==> src/rtl/walk_light_scheduler_if.sv <==
// Signal bundle between the walk-light scheduler, the walk request latches and the lamps.
// The scheduler connects through the slave modport; the environment drives through master.
interface walk_light_scheduler_if;
  logic       walk_req_1;
  logic       walk_req_2;
  logic       side_car;
  logic [2:0] main_light;
  logic [2:0] side_light;
  logic       walk_1;
  logic       walk_2;
  logic       wr_reset;

  modport master (
    output walk_req_1, walk_req_2, side_car,
    input  main_light, side_light, walk_1, walk_2, wr_reset
  );

  modport slave (
    input  walk_req_1, walk_req_2, side_car,
    output main_light, side_light, walk_1, walk_2, wr_reset
  );
endinterface

==> src/rtl/walk_light_scheduler.sv <==
// Intersection phase scheduler: main/side light sequencing plus an all-red walk phase.
// Optional feature macro: FLASH_DONT_WALK_EN (flash the walk outputs at the end of WALK).
module walk_light_scheduler #(
  parameter int CNT_W        = 8,
  parameter int GREEN_MIN    = 8,
  parameter int YELLOW_T     = 3,
  parameter int ALLRED_T     = 2,
  parameter int SIDE_GREEN_T = 6,
  parameter int WALK_T       = 5,
  parameter int FLASH_T      = 2
) (
  input  logic                  clk,
  input  logic                  g_reset,
  walk_light_scheduler_if.slave bus
);

  typedef enum logic [2:0] {
    S_MG, S_MY, S_AR1, S_SG, S_SY, S_AR2, S_WALK
  } state_e;

  localparam logic [2:0] L_RED    = 3'b100;
  localparam logic [2:0] L_YELLOW = 3'b010;
  localparam logic [2:0] L_GREEN  = 3'b001;

`ifdef FLASH_DONT_WALK_EN
  localparam int FLASH_N = FLASH_T;
`else
  localparam int FLASH_N = FLASH_T * 0;  // zero-length flash window: walk stays solid
`endif

  function automatic logic [CNT_W-1:0] dur_m1(state_e s);
    case (s)
      S_MG:        dur_m1 = CNT_W'(GREEN_MIN - 1);
      S_MY, S_SY:  dur_m1 = CNT_W'(YELLOW_T - 1);
      S_SG:        dur_m1 = CNT_W'(SIDE_GREEN_T - 1);
      S_WALK:      dur_m1 = CNT_W'(WALK_T - 1);
      default:     dur_m1 = CNT_W'(ALLRED_T - 1);
    endcase
  endfunction

  state_e           state_q, state_d;
  logic [CNT_W-1:0] timer_q, timer_d;
  logic             cap1_q, cap1_d, cap2_q, cap2_d;
  logic             toggle_q, toggle_d;
  logic [2:0]       main_light_q, main_light_d;
  logic [2:0]       side_light_q, side_light_d;
  logic             walk_1_q, walk_1_d, walk_2_q, walk_2_d;
  logic             wr_reset_q, wr_reset_d;

  logic any_walk, timer_done, entering, walk_next, flash_next;

  // NOTE: every always_comb output is assigned a default first so no path can infer a latch.
  always_comb begin
    any_walk   = bus.walk_req_1 | bus.walk_req_2;
    timer_done = (timer_q == '0);
    state_d    = state_q;

    case (state_q)
      S_MG:   if (timer_done && (bus.side_car || any_walk)) state_d = S_MY;
      S_MY:   if (timer_done) state_d = S_AR1;
      S_AR1:  if (timer_done) state_d = bus.side_car ? S_SG : (any_walk ? S_WALK : S_MG);
      S_SG:   if (timer_done) state_d = S_SY;
      S_SY:   if (timer_done) state_d = S_AR2;
      S_AR2:  if (timer_done) state_d = any_walk ? S_WALK : S_MG;
      S_WALK: if (timer_done) state_d = S_MG;
      default: state_d = S_AR1;
    endcase

    // No state transitions to itself, so a state change always marks a fresh entry.
    entering = (state_d != state_q);
    timer_d  = entering ? dur_m1(state_d) : (timer_done ? '0 : timer_q - 1'b1);

    walk_next  = (state_d == S_WALK);
    cap1_d     = cap1_q;
    cap2_d     = cap2_q;
    toggle_d   = toggle_q;
    if (entering && walk_next) begin
      cap1_d   = bus.walk_req_1;
      cap2_d   = bus.walk_req_2;
      toggle_d = 1'b1;
    end else if (state_q == S_WALK && int'(timer_q) < FLASH_N) begin
      toggle_d = ~toggle_q;
    end

    // The first flash cycle shows the entry value of toggle, then it alternates.
    flash_next = walk_next && (int'(timer_d) < FLASH_N);
    walk_1_d   = walk_next && cap1_d && (!flash_next || toggle_d);
    walk_2_d   = walk_next && cap2_d && (!flash_next || toggle_d);
    wr_reset_d = entering && walk_next;

    main_light_d = L_RED;
    side_light_d = L_RED;
    case (state_d)
      S_MG:    main_light_d = L_GREEN;
      S_MY:    main_light_d = L_YELLOW;
      S_SG:    side_light_d = L_GREEN;
      S_SY:    side_light_d = L_YELLOW;
      default: ;
    endcase
  end

  // NOTE: sequential state uses non-blocking assignments so all flops update from pre-edge values.
  always_ff @(posedge clk or negedge g_reset) begin
    if (!g_reset) begin
      state_q      <= S_AR1;
      timer_q      <= CNT_W'(ALLRED_T - 1);
      cap1_q       <= 1'b0;
      cap2_q       <= 1'b0;
      toggle_q     <= 1'b1;
      main_light_q <= L_RED;
      side_light_q <= L_RED;
      walk_1_q     <= 1'b0;
      walk_2_q     <= 1'b0;
      wr_reset_q   <= 1'b0;
    end else begin
      state_q      <= state_d;
      timer_q      <= timer_d;
      cap1_q       <= cap1_d;
      cap2_q       <= cap2_d;
      toggle_q     <= toggle_d;
      main_light_q <= main_light_d;
      side_light_q <= side_light_d;
      walk_1_q     <= walk_1_d;
      walk_2_q     <= walk_2_d;
      wr_reset_q   <= wr_reset_d;
    end
  end

  assign bus.main_light = main_light_q;
  assign bus.side_light = side_light_q;
  assign bus.walk_1     = walk_1_q;
  assign bus.walk_2     = walk_2_q;
  assign bus.wr_reset   = wr_reset_q;

endmodule

==> src/flat_wrapper.sv <==
// flat-port wrapper written by rule: the top's interface ports become plain ports
module walk_light_scheduler_flat 
#(
  parameter int CNT_W        = 8,
  parameter int GREEN_MIN    = 8,
  parameter int YELLOW_T     = 3,
  parameter int ALLRED_T     = 2,
  parameter int SIDE_GREEN_T = 6,
  parameter int WALK_T       = 5,
  parameter int FLASH_T      = 2
)
  (clk, g_reset, bus_walk_req_1, bus_walk_req_2, bus_side_car, bus_main_light, bus_side_light, bus_walk_1, bus_walk_2, bus_wr_reset);
  walk_light_scheduler_if bus_i ();
  input  logic clk;
  input  logic g_reset;
  input wire logic [$bits(bus_i.walk_req_1)-1:0] bus_walk_req_1;
  input wire logic [$bits(bus_i.walk_req_2)-1:0] bus_walk_req_2;
  input wire logic [$bits(bus_i.side_car)-1:0] bus_side_car;
  output wire logic [$bits(bus_i.main_light)-1:0] bus_main_light;
  output wire logic [$bits(bus_i.side_light)-1:0] bus_side_light;
  output wire logic [$bits(bus_i.walk_1)-1:0] bus_walk_1;
  output wire logic [$bits(bus_i.walk_2)-1:0] bus_walk_2;
  output wire logic [$bits(bus_i.wr_reset)-1:0] bus_wr_reset;
  assign bus_i.walk_req_1 = bus_walk_req_1;
  assign bus_i.walk_req_2 = bus_walk_req_2;
  assign bus_i.side_car = bus_side_car;
  assign bus_main_light = bus_i.main_light;
  assign bus_side_light = bus_i.side_light;
  assign bus_walk_1 = bus_i.walk_1;
  assign bus_walk_2 = bus_i.walk_2;
  assign bus_wr_reset = bus_i.wr_reset;
  walk_light_scheduler #(.CNT_W(CNT_W), .GREEN_MIN(GREEN_MIN), .YELLOW_T(YELLOW_T), .ALLRED_T(ALLRED_T), .SIDE_GREEN_T(SIDE_GREEN_T), .WALK_T(WALK_T), .FLASH_T(FLASH_T)) u_core (.clk(clk), .g_reset(g_reset), .bus(bus_i));
endmodule
==> config.mk <==
export PLATFORM = sky130hd
export DESIGN_NAME = walk_light_scheduler_flat
export DESIGN_NICKNAME = d
export VERILOG_FILES = /design/src/rtl/walk_light_scheduler_if.sv /design/src/rtl/walk_light_scheduler.sv /design/src/flat_wrapper.sv
export SDC_FILE = /design/constraint.sdc
export NUM_CORES = 1
export LEC_CHECK = 0
export ABC_AREA = 1
export ABC_CLOCK_PERIOD_IN_PS = 2300
export BUFFER_PORTS_ARGS = -buffer_cell sky130_fd_sc_hd__buf_2
export CORE_AREA = 4 4 51 53
export CTS_CLUSTER_DIAMETER = 60
export DETAILED_ROUTE_END_ITERATION = 12
export DIE_AREA = 0 0 55 57
export HOLD_SLACK_MARGIN = 0.1
export PLACE_DENSITY = 0.73
export SYNTH_ARGS = -nofsm -noshare
export SYNTH_HDL_FRONTEND = slang
export SYNTH_SLANG_ARGS = --single-unit
==> constraint.sdc <==
create_clock -name clk -period 2.3 [get_ports clk]
set_input_delay 0.345 -clock clk [delete_from_list [all_inputs] [get_ports clk]]
set_output_delay 0.345 -clock clk [all_outputs]
set_load 0.02 [all_outputs]
# [After elaboration in Yosys (flattened, before gate mapping)]
# Cells that the tools add are included.
# Widths: inputs -> output; s select.
[word_totals] inputBits=5 ff_bits=22
[op_classes] n_reduce_logical=9 eq_ne=11 n_addsub=1 n_bitwise=1 muxes=17
[ops] op="$mux 3" n=9
[ops] op="$pmux 3 s7" n=1
[ops] op="$mux 8" n=2
[ops] op="$eq 3x3->1 const B" n=5
[ops] op="$pmux 3 s2" n=2
[ops] op="$pmux 3 s4" n=1
[ops] op="$eq 3x2->1 const B" n=3
[ops] op="$logic_not 8->1" n=1
[ops] op="$sub 8x1->8 const B" n=1
[ops] op="$eq 3x1->1 const B" n=2
[ops] op="$logic_not 3->1" n=2
[ops] op="$logic_and 1x1->1" n=4
[ops] op="$ne 3x3->1" n=1
[ops] op="$mux 1" n=2
[ops] op="$reduce_or 2->1" n=1
[ops] op="$logic_or 1x1->1" n=1
[ops] op="$or 1x1->1" n=1

# [Depth between registers and ports, before layout]
# Gate-level depths: netlist of run 1.
[logic_depth] word_depth=9 mapped_depth=16 ltp_nobuf=16

# [Worst setup path after synthesis of run 1]
# Ideal clock, no wire load.
[synth_timing] path_type="register to register" from="reg u_core.timer_q[0]" to="reg u_core.timer_q[2]" stages_incl_launch_ff=14 synth_period_minus_slack_ps=1902 slack_ps=398 path_buffers=1 arrival_time_ps=1774 path_cell_list="dfstp_2 inv_1 ha_1 nand2_2 o21ai_0 nand2_1 nand3_1 nand2_4 nand2_1 nand2_1 nand3_2 buf_6 o21ai_0 nand3_1"
[synth_between] elab_chain_len=8
[synth_lines] element="from (decl)" line_no="walk_light_scheduler.sv:42" text="logic [CNT_W-1:0] timer_q, timer_d;"
[synth_lines] element="from (signal assigned)" line_no="walk_light_scheduler.sv:106" text="timer_q <= CNT_W'(ALLRED_T - 1);"
[synth_lines] element="from (signal assigned)" line_no="walk_light_scheduler.sv:117" text="timer_q <= timer_d;"
[synth_lines] element="$logic_not 8->1 (*)" line_no="walk_light_scheduler.sv:55" text="timer_done = (timer_q == '0);"
[synth_lines] element="$logic_and 1x1->1" line_no="walk_light_scheduler.sv:59" text="S_MG: if (timer_done && (bus.side_car || any_walk)) state_d = S_MY;"
[synth_lines] element="$mux 3" line_no="walk_light_scheduler.sv:59"
[synth_lines] element="$pmux 3 s7 (*)" line_no="walk_light_scheduler.sv:58" text="case (state_q)"
[synth_lines] element="net u_core.state_d[1]" line_no="walk_light_scheduler.sv:41" text="state_e state_q, state_d;"
[synth_lines] element="$eq 3x1->1 / $eq 3x3->1 (equally long branches)" line_no="walk_light_scheduler.sv:32" text="case (s)"
[synth_lines] element="$reduce_or 2->1" line_no="walk_light_scheduler.sv:32"
[synth_lines] element="$pmux 3 s4" line_no="walk_light_scheduler.sv:32"
[synth_lines] element="$mux 8 (*)" line_no="walk_light_scheduler.sv:71" text="timer_d = entering ? dur_m1(state_d) : (timer_done ? '0 : timer_q - 1'b1);"
[synth_lines] element="net u_core.timer_d[2]" line_no="walk_light_scheduler.sv:42"
# The timed path passes the listed nets; every way through them passes the cells marked *.

# [Final worst setup path of run 1]
[layout_timing] from="reg u_core.timer_q[0]" to="reg u_core.timer_q[3]"
[layout_between] elab_chain_len=6
[layout_lines] element="$logic_not 8->1" line_no="walk_light_scheduler.sv:55"
[layout_lines] element="$logic_and 1x1->1" line_no="walk_light_scheduler.sv:59"
[layout_lines] element="$mux 3" line_no="walk_light_scheduler.sv:59"
[layout_lines] element="$pmux 3 s7" line_no="walk_light_scheduler.sv:58"
[layout_lines] element="$ne 3x3->1" line_no="walk_light_scheduler.sv:70" text="entering = (state_d != state_q);"
[layout_lines] element="$mux 8 (*)" line_no="walk_light_scheduler.sv:71"
[layout_lines] element="net u_core.timer_d[3]" line_no="walk_light_scheduler.sv:42"
# Marked as above.

==> run_results.csv, run 1 <==
group,metric,value,unit
detailed_routing,num_vias,957,
sta,fmaxAchievable,474,MHz
sta,finalClockSkew,4.57,ps
place,gp_congestion,0.877,
clocking,h-tree-depth,1,
logic_synthesis,synth_top_family_by_area,"simple AND/OR/NAND/NOR gates",
logic_synthesis,ys_seq_elements,22,
global_route,grt_usage,17.5,%
logic_synthesis,synth_area_per_cell,8.14,sq um
power_and_ir_drop,comb_power_share,54.7,%
logic_synthesis,synth_seq_area_share,47.1,%
global_route,grt_pass1_wl,4050,microns
logic_synthesis,synth_top_cell_area_share,38.2,%
detailed_routing,antenna_left,0,
global_route,gr-usage-met3,4.44,%
floorplanning,dieArea,3140,sq um
logic_synthesis,synth.top_cells.by_count,"nand2_1 (35), inv_1 (20), dfrtp_1 (18), nor2_1 (16), nand3_1 (12)",
floorplanning,start_util,54.9,%
clocking,clk_latency,310,ps
finish,nNetsFinal,171,
floorplanning,pin_count,14,
floorplanning,die_h,57,microns
logic_synthesis,synth_top_flop_cell,"dfrtp_1",
detailed_routing,routedWlPerCell,12.2,microns
finish,nFillCells,184,
logic_synthesis,synth.mux.area_fraction,0,%
finish,syn2layout_area_growth,15.4,%
sta,finalSetupTns,0,ps
global_route,overflow,0,
clocking,cts_tree,"yes",
power_and_ir_drop,switching_share,46.5,%
power_and_ir_drop,p_switching,0.000962,W
logic_synthesis,synth_nets,151,
hold_path,hold_path.class,"input port to flip-flop",
sta,min_period,2110,ps
logic_synthesis,syn_area,1180,sq um
place,dp_hpwl,1760,microns
logic_synthesis,yosys.area_share.adder,1.06,%
global_route,grtUsageMet2,28.4,%
detailed_routing,finalWirelength,2350,microns
flow_run,cap_violations,0,
clocking,clk_pin_slew,130,ps
logic_synthesis,synth_most_common_cell,"nand2_1",
sta,worst_pin_slew,470,ps
setup_path,cp_max_fo,10,
sta,finalCritPeriodShare,91.8,%
sta,drv_slew,0,
logic_synthesis,yosys.area_share.simple,35.0,%
logic_synthesis,synthXorXnorAreaFrac,4.45,%
sta,hold_viol_final,0,
detailed_routing,via_per_inst,4.98,
logic_synthesis,async_flop_share,100,%
logic_synthesis,synth-edff-count,0,
power_and_ir_drop,seq_power_share,31.0,%
sta,relSlewSlack,68.6,%
power_and_ir_drop,power.leakage,0.733,nW
logic_synthesis,synth_area_leaders,"dfrtp_1 (38%), nand2_1 (11%), dfstp_2 (8.9%)",
setup_path,path_class,"flip-flop to flip-flop",
clocking,numCtsBuffers,3,
floorplanning,rows,17,
logic_synthesis,synth_compound_area_share,3.50,%
sta,setup_viol,0,
detailed_routing,drt-initial-drc-count,11,
outcome,status,"finished clean",
setup_path,arrival,2340,ps
clocking,cts_num_sinks,22,
logic_synthesis,yosysUniqueCellTypes,27,
global_route,gr-usage-met1,22.1,%
setup_path,end_kind,"flip-flop",
setup_path,crit_slowest_cell,"dfstp_2",
global_route,grt_max_degree,23,
place,port_buffers,13,
clocking,clockBufferDepth,2,
setup_path,r2r_slack,190,ps
power_and_ir_drop,internal_power,0.00111,W
global_route,grt_pass1_vias,952,
power_and_ir_drop,powerDensity,1520,nW/um^2
logic_synthesis,synth_warnings,0,
sta,whs,357,ps
floorplanning,core_area,2150,sq um
setup_path,slowest_delay,550,ps
logic_synthesis,yosysTopAreaCell,"dfrtp_1",
global_route,gr-max-usage-layer,"met2",
power_and_ir_drop,ir_drop,0.914,mV
power_and_ir_drop,pwr-share-clk,14.3,%
setup_path,cp-start-kind,"flip-flop",
detailed_routing,post-route-drc-count,0,
setup_path,path_cells,"inv_1 -> ha_2 -> nand2_2 -> nor2_8 -> nand3_2 -> clkinv_1 -> nand2_1 -> inv_2 -> o21bai_1 -> nand3_4 -> buf_4 -> nor3_1",
setup_path,crit_required,2530,ps
detailed_routing,first_pass_iters,4,
finish,layout-drive-gt1-share,25.0,%
clocking,cts_root_buf,"clkbuf_4",
floorplanning,die_w,55,microns
global_route,antenna_found_initial,0,
logic_synthesis,syn_inst,145,
finish,n_antenna_cell,0,
sta,rsz0062_at_grt,"no",
-- path summary, 6_finish.rpt --
path                                        startpoint                            endpoint  cells after the start
hold / removal                          bus_walk_req_2             u_core.cap2_q$_DFF_PN0_                      5
setup / recovery           u_core.timer_q[0]$_DFF_PN1_         u_core.timer_q[3]$_DFF_PN0_                     12
setup reg to reg           u_core.timer_q[0]$_DFF_PN1_         u_core.timer_q[3]$_DFF_PN0_                     12
min in group asynchronous                      g_reset         u_core.timer_q[6]$_DFF_PN0_                      2
hold reg to reg                u_core.cap2_q$_DFF_PN0_             u_core.cap2_q$_DFF_PN0_                      4
max in group asynchronous                      g_reset  u_core.bus.main_light[2]$_DFF_PN1_                      2
-- layer usage --
metal  wire length, microns  vias up
li1                       -      491
met1                   1040      443
met2                   1200       21
met3                     97        2
met4                     17        0
met5                      0        -
-- layout make-up --
cell class,count,area (sq um),area share [%]
well taps,28,35.0,2.57
inverters,25,93.8,6.89
clock buffers,3,22.5,1.65
multi-input cells,97,534,39.2
repair buffers,16,90.1,6.62
flip-flops and latches,22,556,40.8
clock inverters,1,30.0,2.21
-- power groups by stage --
stage	Combinational, W	Sequential [W]	Clock (W)
finish	0.00113	0.000640	0.000296
global placement	0.00104	0.000643	0
detailed placement	0.00107	0.000647	0
CTS	0.00108	0.000641	0.000304
floorplan	0.000795	0.000695	0
global route	0.00128	0.000654	0.000330
-- repair_timing --
action / in CTS / in global routing
setup endpoints to repair: 0 / 12
hold endpoints to repair: 18 / 0
gates resized for setup: 0 / 4
hold buffers: 1 / 0
buffers inserted: 0 / 1
-- metrics by stage --
| step | utilization [%] | cell area, sq um | power (W) | setup slack [ps] | cells |
|---|---|---|---|---|---|
| after global placement | 59.4 | 1280 | 0.00168 | 211 | 186 |
| after global routing | 63.4 | 1360 | 0.00227 | 32.0 | 192 |
| after CTS | 62.3 | 1340 | 0.00202 | 98.9 | 191 |
| final | 63.4 | 1360 | 0.00207 | 189 | 192 |
| after detailed placement | 59.4 | 1280 | 0.00172 | 133 | 186 |
| after floorplan | - | 1180 | 0.00149 | 398 | 145 |
-- cell families (layout without fill, tap and decap cells) --
logic type | count (synthesis) | count (layout)
and+or+nand+nor | 84 | 84
buffers and inverters | 26 | 45
DFF | 22 | 22
AOI/OAI and AO/OA | 6 | 6
xor gates and xnor gates | 6 | 6
adders and majority gates | 1 | 1
-- registers in the layout, indices dropped and copies added, names as in the netlist --
name                   count
u_core.bus.wr_reset        1
u_core.bus.walk_2          1
u_core.bus.walk_1          1
u_core.bus.main_light      3
u_core.state_q             3
u_core.bus.side_light      3
u_core.cap1_q              1
u_core.timer_q             8
u_core.cap2_q              1
-- cell usage in the layout, fill, tap and decap left out, types with 2 or more instances in the layout --
cell,n
nand3_2,3
xor2_1,5
nand2_2,3
buf_2,13
buf_4,2
inv_1,20
nor3_1,8
clkbuf_4,3
o21ai_0,2
inv_2,4
dfstp_2,4
nand2_1,34
dfrtp_1,18
nand3_1,12
nor2_2,2
nor2_1,15
-- critical path, delay by kind of cell, from the launching register on --
kind                       cells  cell delay [ps]
DFF                            1              550
buffers and inverters          4              360
AOI/OAI and AO/OA              1              220
adders and majority gates      1              220
and+or+nand+nor                6              680
(Power assumes the default switching activity.)
==> run 2, diff against run 1 <==
--- a/config.mk
+++ b/config.mk
@@ -6,7 +6,7 @@
 export NUM_CORES = 1
 export LEC_CHECK = 0
 export ABC_AREA = 1
-export ABC_CLOCK_PERIOD_IN_PS = 2300
+export ABC_CLOCK_PERIOD_IN_PS = 2200
 export BUFFER_PORTS_ARGS = -buffer_cell sky130_fd_sc_hd__buf_2
 export CORE_AREA = 4 4 51 53
 export CTS_CLUSTER_DIAMETER = 60
==> constraint.sdc (replaced) <==
create_clock -name clk -period 2.2 [get_ports clk]
set_input_delay 0.33 -clock clk [delete_from_list [all_inputs] [get_ports clk]]
set_output_delay 0.33 -clock clk [all_outputs]
set_load 0.02 [all_outputs]
==> run 2 against run 1 <==
- non-clock buffer count unchanged
- critical path type unchanged
- critical endpoint unchanged
- maximum frequency is 2.5% higher
- sequential power grew 4.7%
- first-iteration DRC count is 36% higher
- clock-buffer cell count is the same
==> run_results.csv, run 2 (same netlist as run 1, synthesis figures left out) <==
group,metric,value,unit
floorplanning,start_util,54.9,%
detailed_routing,antenna_left,0,
detailed_routing,routedWlPerCell,12.4,microns
floorplanning,rows,17,
place,port_buffers,13,
setup_path,path_class,"flip-flop to flip-flop",
global_route,grt_pass1_vias,952,
sta,finalSetupTns,0,ps
sta,fmaxAchievable,486,MHz
detailed_routing,num_vias,967,
finish,n_antenna_cell,0,
detailed_routing,post-route-drc-count,0,
setup_path,cp_num_buf_inv,3,
setup_path,arrival,2290,ps
power_and_ir_drop,switching_share,46.6,%
finish,largest_reg_flops,8,
hold_path,hold_path.class,"input port to flip-flop",
clocking,clockBufferDepth,2,
global_route,overflow,0,
power_and_ir_drop,pwr-share-clk,14.2,%
setup_path,r2r_cells,14,
global_route,grt_max_degree,23,
place,gp_congestion,0.877,
global_route,antenna_found_initial,0,
power_and_ir_drop,comb_power_share,55.3,%
sta,min_period,2060,ps
sta,relSlewSlack,68.4,%
finish,syn2layout_area_growth,17.0,%
power_and_ir_drop,internal_power,0.00117,W
setup_path,cp_common_cell,"nand2_1",
clocking,cts_num_sinks,22,
power_and_ir_drop,ir_drop,1.05,mV
power_and_ir_drop,power.leakage,0.736,nW
finish,final_cell_mix,"nand2_1 (34), inv_1 (20), dfrtp_1 (18)",
sta,finalClockSkew,6.66,ps
setup_path,path_cells,"inv_1 -> ha_4 -> nand2_2 -> nor2_8 -> nand2_1 -> nand2_1 -> nand2_1 -> inv_2 -> nand2_4 -> nand2_1 -> nand2_1 -> nand3_4 -> buf_4 -> nor3_1",
sta,finalCritPeriodShare,93.6,%
finish,layout-drive-gt1-share,26.2,%
clocking,h-tree-depth,1,
clocking,numCtsBuffers,3,
finish,top_register,"u_core.timer_q",
setup_path,end_kind,"flip-flop",
clocking,clk_pin_slew,130,ps
sta,worst_pin_slew,474,ps
clocking,clk_latency,310,ps
flow_run,cap_violations,0,
floorplanning,die_h,57,microns
sta,setup_viol,0,
setup_path,cp_top_family,"simple AND/OR/NAND/NOR gates",
hold_path,whs_path_depth,5,
power_and_ir_drop,seq_power_share,30.5,%
setup_path,crit_required,2430,ps
detailed_routing,first_pass_iters,4,
finish,final_common_cell,"nand2_1",
clocking,cts_tree,"yes",
place,dp_hpwl,1760,microns
sta,hold_viol_final,0,
clocking,cts_root_buf,"clkbuf_4",
setup_path,path_depth,14,
global_route,grt_pass1_wl,4050,microns
setup_path,cp_max_fo,10,
detailed_routing,drt-initial-drc-count,15,
floorplanning,die_w,55,microns
power_and_ir_drop,powerDensity,1590,nW/um^2
detailed_routing,via_per_inst,5.04,
floorplanning,core_area,2150,sq um
finish,nNetsFinal,171,
setup_path,slowest_delay,550,ps
global_route,grt_usage,17.5,%
outcome,status,"finished clean",
setup_path,cp-start-kind,"flip-flop",
floorplanning,pin_count,14,
floorplanning,dieArea,3140,sq um
power_and_ir_drop,p_switching,0.00102,W
sta,whs,343,ps
detailed_routing,finalWirelength,2370,microns
sta,drv_slew,0,
setup_path,crit_slowest_cell,"dfstp_2",
-- run 2: changes by cell type in the layout (fill, tap and decap cells not counted) --
cell,delta
o21bai_2,+1
ha_4,+1
ha_2,-1
o21bai_1,-1
nand3_2,+1
nand3_1,-1
-- run 2: per-stage QoR --
step | setup slack, ps | total power, W | area (sq um) | util [%] | instances
floorplan | 298 | 0.00156 | 1180 | - | 145
global placement | 111 | 0.00176 | 1280 | 59.4 | 186
detailed placement | 33.2 | 0.00179 | 1280 | 59.4 | 186
CTS | -1.11 | 0.00212 | 1340 | 62.3 | 191
global route | -6.23 | 0.00240 | 1380 | 64.2 | 192
finish | 141 | 0.00220 | 1380 | 64.2 | 192
-- run 2: power groups by stage --
stage	combinational, W	sequential [W]	clock (W)
after floorplan	0.000831	0.000726	0
after global placement	0.00109	0.000672	0
after detailed placement	0.00112	0.000677	0
after CTS	0.00113	0.000670	0.000318
after global routing	0.00137	0.000685	0.000345
final	0.00121	0.000670	0.000311
-- run 2: worst reg2reg max path, delay by kind of cell (launching register included) --
kind / cells / cell delay (ps)
adders and majority gates: 1 / 190
DFF: 1 / 550
buffers and inverters: 3 / 330
and+or+nand+nor: 10 / 940
-- run 2: final cells by class --
type	count	area, sq um
clock buffers	3	22.5
clock inverters	1	30.0
fillers	182	768
inverters	25	93.8
multi-input cells	97	553
flip-flops and latches	22	556
well taps	28	35.0
repair buffers	16	90.1
-- run 2: worst paths after layout --
path / startpoint / to / slack [ps]
setup / recovery: u_core.timer_q[0]$_DFF_PN1_ / u_core.timer_q[3]$_DFF_PN0_ / 140
setup reg to reg: u_core.timer_q[0]$_DFF_PN1_ / u_core.timer_q[3]$_DFF_PN0_ / 140
max in group asynchronous: g_reset / u_core.bus.main_light[2]$_DFF_PN1_ / 1360
min in group asynchronous: g_reset / u_core.timer_q[6]$_DFF_PN0_ / 480
hold reg to reg: u_core.cap2_q$_DFF_PN0_ / u_core.cap2_q$_DFF_PN0_ / 560
hold / removal: bus_walk_req_2 / u_core.cap2_q$_DFF_PN0_ / 340
-- run 2: routing by layer --
metal  track usage (%)  up-vias  share of wire, %
met3              4.44        4               4.5
met2              28.4       29                51
met4              6.60        0               1.1
met5                 0        -                 0
li1                  -      490                 -
met1              22.1      444                44
-- run 2: repair_timing --
| item | in CTS | in global routing |
|---|---|---|
| pin swaps | 0 | 1 |
| setup buffers | 0 | 1 |
| resized for setup | 0 | 7 |
| hold buffers | 1 | 0 |
| endpoints found under the hold margin | 18 | 0 |
| setup endpoints to repair | 1 | 13 |
==> run 3, diff against run 2 <==
--- a/config.mk
+++ b/config.mk
@@ -6,7 +6,7 @@
 export NUM_CORES = 1
 export LEC_CHECK = 0
 export ABC_AREA = 1
-export ABC_CLOCK_PERIOD_IN_PS = 2200
+export ABC_CLOCK_PERIOD_IN_PS = 1900
 export BUFFER_PORTS_ARGS = -buffer_cell sky130_fd_sc_hd__buf_2
 export CORE_AREA = 4 4 51 53
 export CTS_CLUSTER_DIAMETER = 60
==> constraint.sdc (replaced) <==
create_clock -name clk -period 1.9 [get_ports clk]
set_input_delay 0.285 -clock clk [delete_from_list [all_inputs] [get_ports clk]]
set_output_delay 0.285 -clock clk [all_outputs]
set_load 0.02 [all_outputs]
==> run 3 against run 2 <==
- largest power group unchanged
- the run now ends with negative setup slack left
- power grew 55%
- clock power grew 19%
- first-iteration DRC count grew 110%
- critical path type unchanged
- critical endpoint is now u_core.bus.walk_2$_DFF_PN0_
- sequential cell count is the same
- wire length grew 39%
- maximum frequency grew 6.9%
- worst setup slack lost 170 ps
- via count grew 17%
- critical path depth is the same
==> run_results.csv, run 3 (same netlist as run 1, synthesis figures left out) <==
group,metric,value,unit
setup_path,cp-start-kind,"flip-flop",
power_and_ir_drop,ir_drop,1.59,mV
hold_path,hold_path.class,"input port to flip-flop",
global_route,grt_usage,21.7,%
sta,setup_viol,4,
setup_path,cp_max_fo,5,
finish,n_antenna_cell,0,
finish,largest_reg_flops,8,
clocking,cts_num_sinks,22,
setup_path,end_kind,"flip-flop",
setup_path,path_cells,"inv_2 -> ha_4 -> nand2_8 -> nor2_8 -> nand2_2 -> nand3_2 -> nand2_2 -> buf_6 -> o21bai_4 -> nor2_4 -> buf_6 -> nand3_2 -> nand2_2 -> nor2_2",
detailed_routing,via_per_inst,5.29,
setup_path,slowest_delay,550,ps
sta,finalClockSkew,2.49,ps
detailed_routing,num_vias,1132,
clocking,clk_pin_slew,130,ps
place,place_area,1420,sq um
sta,fmaxAchievable,519,MHz
place,gp_congestion,0.892,
floorplanning,core_area,2150,sq um
global_route,antenna_found_initial,0,
sta,finalCritPeriodShare,101,%
sta,min_period,1930,ps
detailed_routing,post-route-drc-count,0,
detailed_routing,routedWlPerCell,15.5,microns
floorplanning,start_util,54.9,%
power_and_ir_drop,finalPower,0.00340,W
global_route,overflow,0,
setup_path,cp_common_cell,"nand2_2",
outcome,status,"complete, but fails checks",
sta,worst_pin_slew,515,ps
clocking,clk_latency,320,ps
clocking,cts_root_buf,"clkbuf_4",
floorplanning,rows,17,
finish,top_register,"u_core.timer_q",
setup_path,arrival,2160,ps
clocking,clockBufferDepth,2,
flow_run,cap_violations,0,
finish,nFillCells,131,
sta,hold_viol_final,0,
clocking,h-tree-depth,1,
setup_path,crit_slowest_cell,"dfstp_2",
finish,final_util,80.1,%
sta,drv_slew,0,
finish,nNetsFinal,193,
power_and_ir_drop,powerDensity,1980,nW/um^2
clocking,numCtsBuffers,3,
sta,relSlewSlack,65.7,%
finish,final_common_cell,"nand2_1",
sta,whs,282,ps
finish,final_cell_mix,"nand2_1 (23), buf_4 (19), inv_1 (17), dfrtp_1 (17), buf_2 (13)",
floorplanning,die_w,55,microns
floorplanning,die_h,57,microns
outcome,failed_checks,"negative setup slack",
place,port_buffers,13,
place,dp_hpwl,1950,microns
global_route,grt_pass1_vias,1114,
power_and_ir_drop,power.leakage,0.876,nW
detailed_routing,drt-initial-drc-count,32,
detailed_routing,antenna_left,0,
global_route,grt_pass1_wl,4860,microns
sta,worst_slack,-26.7,ps
finish,final_area,1720,sq um
floorplanning,pin_count,14,
detailed_routing,finalWirelength,3310,microns
setup_path,crit_required,2130,ps
setup_path,path_class,"flip-flop to flip-flop",
clocking,cts_tree,"yes",
finish,layout-drive-gt1-share,50.5,%
sta,rsz0062_at_grt,"yes",
detailed_routing,first_pass_iters,4,
setup_path,cp_num_buf_inv,3,
setup_path,cp_top_family,"simple AND/OR/NAND/NOR gates",
global_route,grt_max_degree,23,
floorplanning,dieArea,3140,sq um
finish,syn2layout_area_growth,45.9,%
-- run 3: cell count changes in the layout (fill, tap and decap cells not counted), moves of 3 or more --
cell	before	now
nor2_1	15	10
buf_4	2	19
buf_6	0	4
nor3_1	8	4
inv_1	20	17
nor3_2	0	4
inv_2	4	7
nor2_4	1	6
nand2_1	34	23
nand2_2	3	12
nand3_1	11	8
-- run 3: final timing paths --
check,startpoint,endpoint,slack (ps),depth (start not counted)
max,u_core.timer_q[0]$_DFF_PN1_,u_core.bus.walk_2$_DFF_PN0_,-30,14
min,bus_walk_req_1,u_core.cap1_q$_DFF_PN0_,280,5
max reg2reg,u_core.timer_q[0]$_DFF_PN1_,u_core.bus.walk_2$_DFF_PN0_,-30,14
min reg2reg,u_core.cap1_q$_DFF_PN0_,u_core.cap1_q$_DFF_PN0_,560,4
max in group asynchronous,g_reset,u_core.state_q[2]$_DFF_PN0_,1080,2
min in group asynchronous,g_reset,u_core.timer_q[7]$_DFF_PN0_,440,2
-- run 3: worst register-to-register path, cell delays in order (launching register included) --
cell and delay, ps:
dfstp_2 550, inv_2 50, ha_4 180, nand2_8 100
nor2_8 60, nand2_2 80, nand3_2 60, nand2_2 100
buf_6 120, o21bai_4 70, nor2_4 130, buf_6 110
nand3_2 80, nand2_2 90, nor2_2 40
-- run 3: metrics by stage --
stage,TNS (ps),instances,worst slack [ps]
2_1_floorplan,0,145,6.50
5_1_grt,-972,214,-115
3_3_place_gp,-590,205,-85.1
3_5_place_dp,-1310,205,-154
4_1_cts,0,212,2.89
6_report,-61.9,214,-26.7
-- run 3: what timing repair did --
item | 4_1_cts | 5_1_grt
endpoints found under the setup margin | 17 | 14
endpoints found under the hold margin | 18 | 0
gates cloned | 1 | 0
buffers inserted | 1 | 2
pin swaps | 10 | 22
resized for setup | 25 | 29
hold buffers | 1 | 0
-- run 3: layer usage --
layer  up-vias  part of all wire, %  global-route usage (%)  wire [microns]
met4         0                  1.9                    10.1              62
met2        31                   55                    38.3            1800
li1        537                    -                       -               -
met1       555                   40                    23.5            1310
met5         -                    0                       0               0
met3         9                  3.9                    4.70             129
-- run 3: power by group --
part           internal [W]  switching (W)
Sequential         0.000667       0.000130
Clock              0.000214       0.000155
Combinational      0.000931        0.00130
Total               0.00181        0.00159
-- run 3: layout make-up --
class                      count  area, sq um  share of cell area (%)
sequential                    22          557                    32.3
clock buffer                   3         22.5                    1.31
tap                           28         35.0                    2.03
inverter                      25         95.1                    5.52
timing repair buffer          37          263                    15.3
multi-input combinational     98          719                    41.8
clock inverter                 1         30.0                    1.74
